--- src/rtl/mrc_result_bcd_pkg.sv ---
// Shared definitions for the MRC result BCD stage.
//   state_t     : controller state encoding (IDLE=0, CONVERT=1, DONE=2).
//   RESULT_W    : result width for the default 16-bit MRC core (2*WORD_LENGTH).
//   min_digits  : smallest BCD digit count that can hold a 'width'-bit unsigned
//                 value, used by the top level for an elaboration-time check.
package mrc_result_bcd_pkg;

  typedef enum logic [1:0] {
    IDLE    = 2'd0,
    CONVERT = 2'd1,
    DONE    = 2'd2
  } state_t;

  localparam int DEFAULT_WORD_LENGTH = 16;
  localparam int RESULT_W            = 2 * DEFAULT_WORD_LENGTH;

  // ceil(width * log10(2)), with log10(2) approximated as 0.30103 in fixed point.
  function automatic int min_digits(input int width);
    return (width * 30103 + 99999) / 100000;
  endfunction

endpackage

--- src/rtl/mrc_result_bcd_digit_adjust.sv ---
// Double-dabble digit correction: one packed BCD digit is bumped by 3 when it
// is 5 or more, so the following left shift carries correctly into the next
// digit.
//   d : input BCD digit (4 bits)
//   q : corrected digit (4 bits)
module bcd_digit_adjust (
  input  logic [3:0] d,
  output logic [3:0] q
);

  assign q = (d >= 4'd5) ? (d + 4'd3) : d;

endmodule

--- src/rtl/mrc_result_bcd.sv ---
// Result stage of the MRC datapath. Captures the 2*WORD_LENGTH-bit result on
// the controller's ready pulse, takes its magnitude when it is signed and
// negative, and converts it to packed BCD one bit per clock (double dabble).
//   clk       : clock
//   reset     : asynchronous, active-low reset
//   ready     : one-cycle pulse, result is valid
//   result    : result word (2*WORD_LENGTH bits)
//   signed_in : result is two's complement (sampled with ready)
//   bcd       : packed BCD, digit 0 in bits [3:0]
//   negative  : sign of the last converted value
//   busy      : conversion in progress (CONVERT or DONE)
//   valid     : one-cycle pulse when bcd/negative update
//   overrun   : sticky, a ready was dropped while busy
module mrc_result_bcd
  import mrc_result_bcd_pkg::*;
#(
  parameter int WORD_LENGTH = DEFAULT_WORD_LENGTH,
  parameter int DIGITS      = 10
) (
  input  logic                     clk,
  input  logic                     reset,
  input  logic                     ready,
  input  logic [2*WORD_LENGTH-1:0] result,
  input  logic                     signed_in,
  output logic [4*DIGITS-1:0]      bcd,
  output logic                     negative,
  output logic                     busy,
  output logic                     valid,
  output logic                     overrun
);

  localparam int RES_W = 2 * WORD_LENGTH;
  localparam int BCD_W = 4 * DIGITS;
  localparam int CNT_W = $clog2(RES_W);
  localparam logic [CNT_W-1:0] LAST_CNT = CNT_W'(RES_W - 1);

  if (DIGITS < min_digits(RES_W)) begin : g_digits_too_small
    $error("mrc_result_bcd: DIGITS too small for a %0d-bit result", RES_W);
  end

  state_t state, state_next;

  logic [RES_W-1:0] sh;
  logic [BCD_W-1:0] wb;
  logic [CNT_W-1:0] cnt;
  logic             neg;

  logic             load;
  logic             shift;
  logic             finish;

  logic             neg_in;
  logic [RES_W-1:0] mag;
  logic [BCD_W-1:0] wb_adj;
  logic [BCD_W-1:0] wb_shift;

  // Magnitude as an unsigned RES_W-bit value. The signed minimum negates to
  // itself, which is exactly its unsigned magnitude 2^(RES_W-1).
  assign neg_in = signed_in & result[RES_W-1];
  assign mag    = neg_in ? ((~result) + {{(RES_W-1){1'b0}}, 1'b1}) : result;

  for (genvar g = 0; g < DIGITS; g++) begin : g_adjust
    bcd_digit_adjust u_adjust (
      .d (wb[4*g +: 4]),
      .q (wb_adj[4*g +: 4])
    );
  end

  // Corrected digits shifted left by one, taking the next magnitude bit in.
  assign wb_shift = {wb_adj[BCD_W-2:0], sh[RES_W-1]};

  assign busy = (state != IDLE);

  // NOTE: clocked state uses non-blocking assignments so every register
  // samples pre-edge values; blocking here would create order-dependent races.
  always_ff @(posedge clk or negedge reset) begin
    if (!reset) begin
      state <= IDLE;
    end else begin
      state <= state_next;
    end
  end

  // NOTE: every output of this block is given a default first, so no path
  // leaves a signal unassigned and no latch is inferred.
  always_comb begin
    state_next = state;
    load       = 1'b0;
    shift      = 1'b0;
    finish     = 1'b0;
    case (state)
      IDLE: begin
        if (ready) begin
          load       = 1'b1;
          state_next = CONVERT;
        end
      end
      CONVERT: begin
        shift = 1'b1;
        if (cnt == LAST_CNT) begin
          finish     = 1'b1;
          state_next = DONE;
        end
      end
      DONE: begin
        state_next = IDLE;
      end
      default: begin
        state_next = IDLE;
      end
    endcase
  end

  // NOTE: the working registers are reset along with the outputs so that a
  // reset mid-conversion leaves no stale partial result anywhere.
  always_ff @(posedge clk or negedge reset) begin
    if (!reset) begin
      sh       <= '0;
      wb       <= '0;
      cnt      <= '0;
      neg      <= 1'b0;
      bcd      <= '0;
      negative <= 1'b0;
      valid    <= 1'b0;
      overrun  <= 1'b0;
    end else begin
      valid <= finish;

      if (load) begin
        overrun <= 1'b0;
      end else if (ready && (state != IDLE)) begin
        overrun <= 1'b1;
      end

      if (load) begin
        sh  <= mag;
        wb  <= '0;
        cnt <= '0;
        neg <= neg_in;
      end else if (shift) begin
        sh  <= {sh[RES_W-2:0], 1'b0};
        wb  <= wb_shift;
        cnt <= cnt + 1'b1;
      end

      // Outputs change only on the final shift, so partial values never show.
      if (finish) begin
        bcd      <= wb_shift;
        negative <= neg;
      end
    end
  end

endmodule

--- config.mk ---
export PLATFORM = sky130hd
export DESIGN_NAME = mrc_result_bcd
export DESIGN_NICKNAME = d
export VERILOG_FILES = /design/src/rtl/mrc_result_bcd_pkg.sv /design/src/rtl/mrc_result_bcd_digit_adjust.sv /design/src/rtl/mrc_result_bcd.sv
export SDC_FILE = /design/constraint.sdc
export NUM_CORES = 1
export LEC_CHECK = 0
export BUFFER_PORTS_ARGS = -buffer_cell sky130_fd_sc_hd__clkbuf_2
export CAP_MARGIN = 0
export CORE_ASPECT_RATIO = 2
export CORE_MARGIN = 2
export CORE_UTILIZATION = 60
export DETAILED_ROUTE_END_ITERATION = 12
export GPL_ROUTABILITY_DRIVEN = 0
export PLACE_DENSITY = 0.9
export SLEW_MARGIN = 25
export SYNTH_ARGS = -nofsm -noshare
export SYNTH_HDL_FRONTEND = slang
export SYNTH_SLANG_ARGS = --single-unit
--- constraint.sdc ---
create_clock -name clk -period 4.06 [get_ports clk]
set_clock_uncertainty 0.05 [all_clocks]
set_input_delay 0.609 -clock clk [delete_from_list [all_inputs] [get_ports clk]]
set_output_delay 0.609 -clock clk [all_outputs]
set_load 0.01 [all_outputs]
==> results_dict.tcl <==
set metrics [dict create \
    period_share 0.6822 \
    crit_type "input pin to flop" \
    outcome "finished clean" \
    pre_cts_slack_ns 0.9351 \
    ys_warn_count 0 \
    use_met3 0.05811 \
    setup_tns_ns 0 \
    yosys.area.top_type "dfrtp_1" \
    maxSlewHeadroom 0.3957 \
    max_freq_ghz 0.3611 \
    core_area_mm2 0.01041 \
    synth_compound_area_frac 0.1923 \
    die_y_um 149.2 \
    clk_path_buf_depth 2 \
    final_cell_mix "o21ai_0 (123), dfrtp_1 (123), clkbuf_2 (78)" \
    tightestPinTransition_ns 0.9065 \
    met2_usage 0.5128 \
    synthAdderAreaFrac 0.04551 \
    n_antenna_cell 0 \
    final_util 0.7170 \
    clockRootBuffer "clkbuf_16" \
    p_comb_frac 0.387 \
    drt.antenna.violating_nets 0 \
    vdd_drop_max_mv 0.5247 \
    wire_per_inst_um 16.79 \
    dieArea_mm2 0.01143 \
    drive_above_1_share 0.1890 \
    reg2reg_depth 4 \
    p_leak_nw 3.326 \
    grt_overflow 0 \
    power.density_mw_per_mm2 824.8 \
    clkTransAtPathRegs_ns 0.05 \
    htreeDepth 4 \
    synth_enable_flop_cells 0 \
    cts_tree "done" \
    power.share.switching 0.3821 \
    synth_top_family_by_area "compound AO/OA/AOI/OAI gates" \
    ys_top_cells_by_area "dfrtp_1 (49%), o21ai_0 (9.7%), ha_1 (4.6%)" \
    dp_hpwl_um 10070 \
    hp-class "input pin to async pin" \
    hold_buffers 0 \
    use_met1 0.3037 \
    netlist_area_mm2 0.006324 \
    core.rowCount 53 \
    synth-seq-cells 123 \
    ios 80 \
    internal_power_w 0.003805 \
    synth_xor_xnor_area_share 0.03463 \
    fillers 745 \
    worstPathMaxFanout 6 \
    grt_pass1_wl_um 25500 \
    synth_cell_types 38 \
    p_seq_frac 0.355 \
    cts_buffers 17 \
    first_pass_iters 5 \
    wirelength_um 15100 \
    viasPerCell 6.135 \
    synth_simple_gate_area_frac 0.1676 \
    grt_pass1_vias 5570 \
    drcViolationCount 0 \
    rsz0062_at_grt "false" \
    seq_area_frac_synth 0.4867 \
    async_flop_share 1.000 \
    cts-resized-gates 0 \
    fin_nets 809 \
    post_cts_buffers 0 \
    cts_sinks 123 \
    syn_to_final_growth_pct 18.05 \
    grt_max_degree 67 \
    hold_viol 0 \
    maxSlewViolCount 0 \
    num_vias 5515 \
    maxCapViolations 0 \
    antenna_found_initial 0 \
    worstPathRequired_ns 4.35 \
    die_width_um 76.59 \
    synth_fp_nets 741 \
    power.total_w 0.006157 \
    track_usage 0.2789 \
    setup_slack_ns 1.290 \
    syn_inst 682 \
    first_iter_violations 345 \
    clockPowerShare 0.258 \
    startpoint_type "input pin" \
    syn_avg_cell_area_um2 9.272 \
    clock_latency_ns 0.41 \
    ys.flop_type "dfrtp_1" \
    start_util 0.6074 \
    synth_top_cell_area_share 0.4867 \
    placement.io_buffers 79 \
    p_sw_w 0.002352 \
    end_kind "flop" \
    synth_mux_area_frac 0.03522 \
    setup_violations 0 \
    period_needed_ns 2.770 \
    top_usage_layer "met2" \
    critical_path_arrival_ns 3.06 \
]
==> power by group through the flow <==
stage	registers (W)	clock network [W]	logic, W
2_1_floorplan	0.00216	0	0.00159
3_5_place_dp	0.00218	0	0.00232
6_report	0.00219	0.00159	0.00238
4_1_cts	0.00218	0.00160	0.00238
3_3_place_gp	0.00214	0	0.00216
5_1_grt	0.00224	0.00166	0.00269
==> layout make-up <==
| cell class | count | area [µm²] | area share |
|---|---|---|---|
| timing repair buffer | 87 | 470.5 | 0.06302 |
| inverter | 26 | 97.59 | 0.01307 |
| sequential | 123 | 3078 | 0.4123 |
| tap | 137 | 171.4 | 0.02296 |
| multi-input combinational | 495 | 3028 | 0.4056 |
| clock inverter | 7 | 137.6 | 0.01844 |
| clock buffer | 24 | 481.7 | 0.06453 |
==> layer usage <==
| layer | vias up | wire length, µm |
|---|---|---|
| met5 | - | 0 |
| met4 | 0 | 416 |
| met3 | 40 | 661 |
| met2 | 194 | 8398 |
| met1 | 2718 | 5620 |
| li1 | 2563 | - |
==> cells by family after synthesis <==
| group | after synthesis |
|---|---|
| buffers and inverters | 64 |
| XOR/XNOR | 25 |
| flip-flops | 123 |
| adder cells (fa/ha/maj) | 23 |
| AND/OR/NAND/NOR | 210 |
| AO/OA/AOI/OAI | 216 |
| multiplexers | 21 |
==> registers in the layout, summed over array words and instances (netlist names) <==
register and cells:
sh 32, overrun 1, cnt 5, wb 40
negative 1, valid 1, bcd 40, neg 1
state 2
==> stage by stage <==
step                      area (µm²)  std cells  hold WS (ns)
after floorplan                 6324        682        0.2634
after global placement          6835        868        0.4106
after global routing            7465        899        0.2665
final                           7465        899        0.2026
after CTS                       7460        899        0.2308
after detailed placement        6840        868        0.4120
==> critical path, cell delays in order <==
cell,delay (ns)
clkbuf_2,0.10
inv_1,0.08
ha_1,0.17
nor3b_1,0.59
nand4_1,0.41
or3_4,0.53
or4_1,0.47
nand3_1,0.09
==> path summary, 6_finish.rpt <==
kind                           start        to  slack, ns
max                        result[0]    sh[28]       1.29
min                            reset    wb[13]       0.20
max reg2reg                 state[0]  negative       1.81
min reg2reg                  bcd[36]   bcd[36]       0.43
max in group asynchronous      reset    sh[12]       2.94
min in group clk           signed_in    sh[31]       0.41
==> synthesized netlist by cell type (all sizes together) (2+ instances only) <==
library cell,instances
clkbuf,31
inv,26
a22oi,14
buf,7
nor3,14
nor4,8
mux2,10
nand4,2
o41ai,2
a21oi,43
nand2b,12
o31ai,4
a22o,15
a31oi,12
or4,3
xnor2,17
or3,6
nor2,40
or3b,10
ha,23
mux2i,11
o21ai,123
xor2,8
dfrtp,123
nand2,61
nor3b,11
and2,2
nand3,37
No activity file was read; power rests on OpenSTA's default activity.
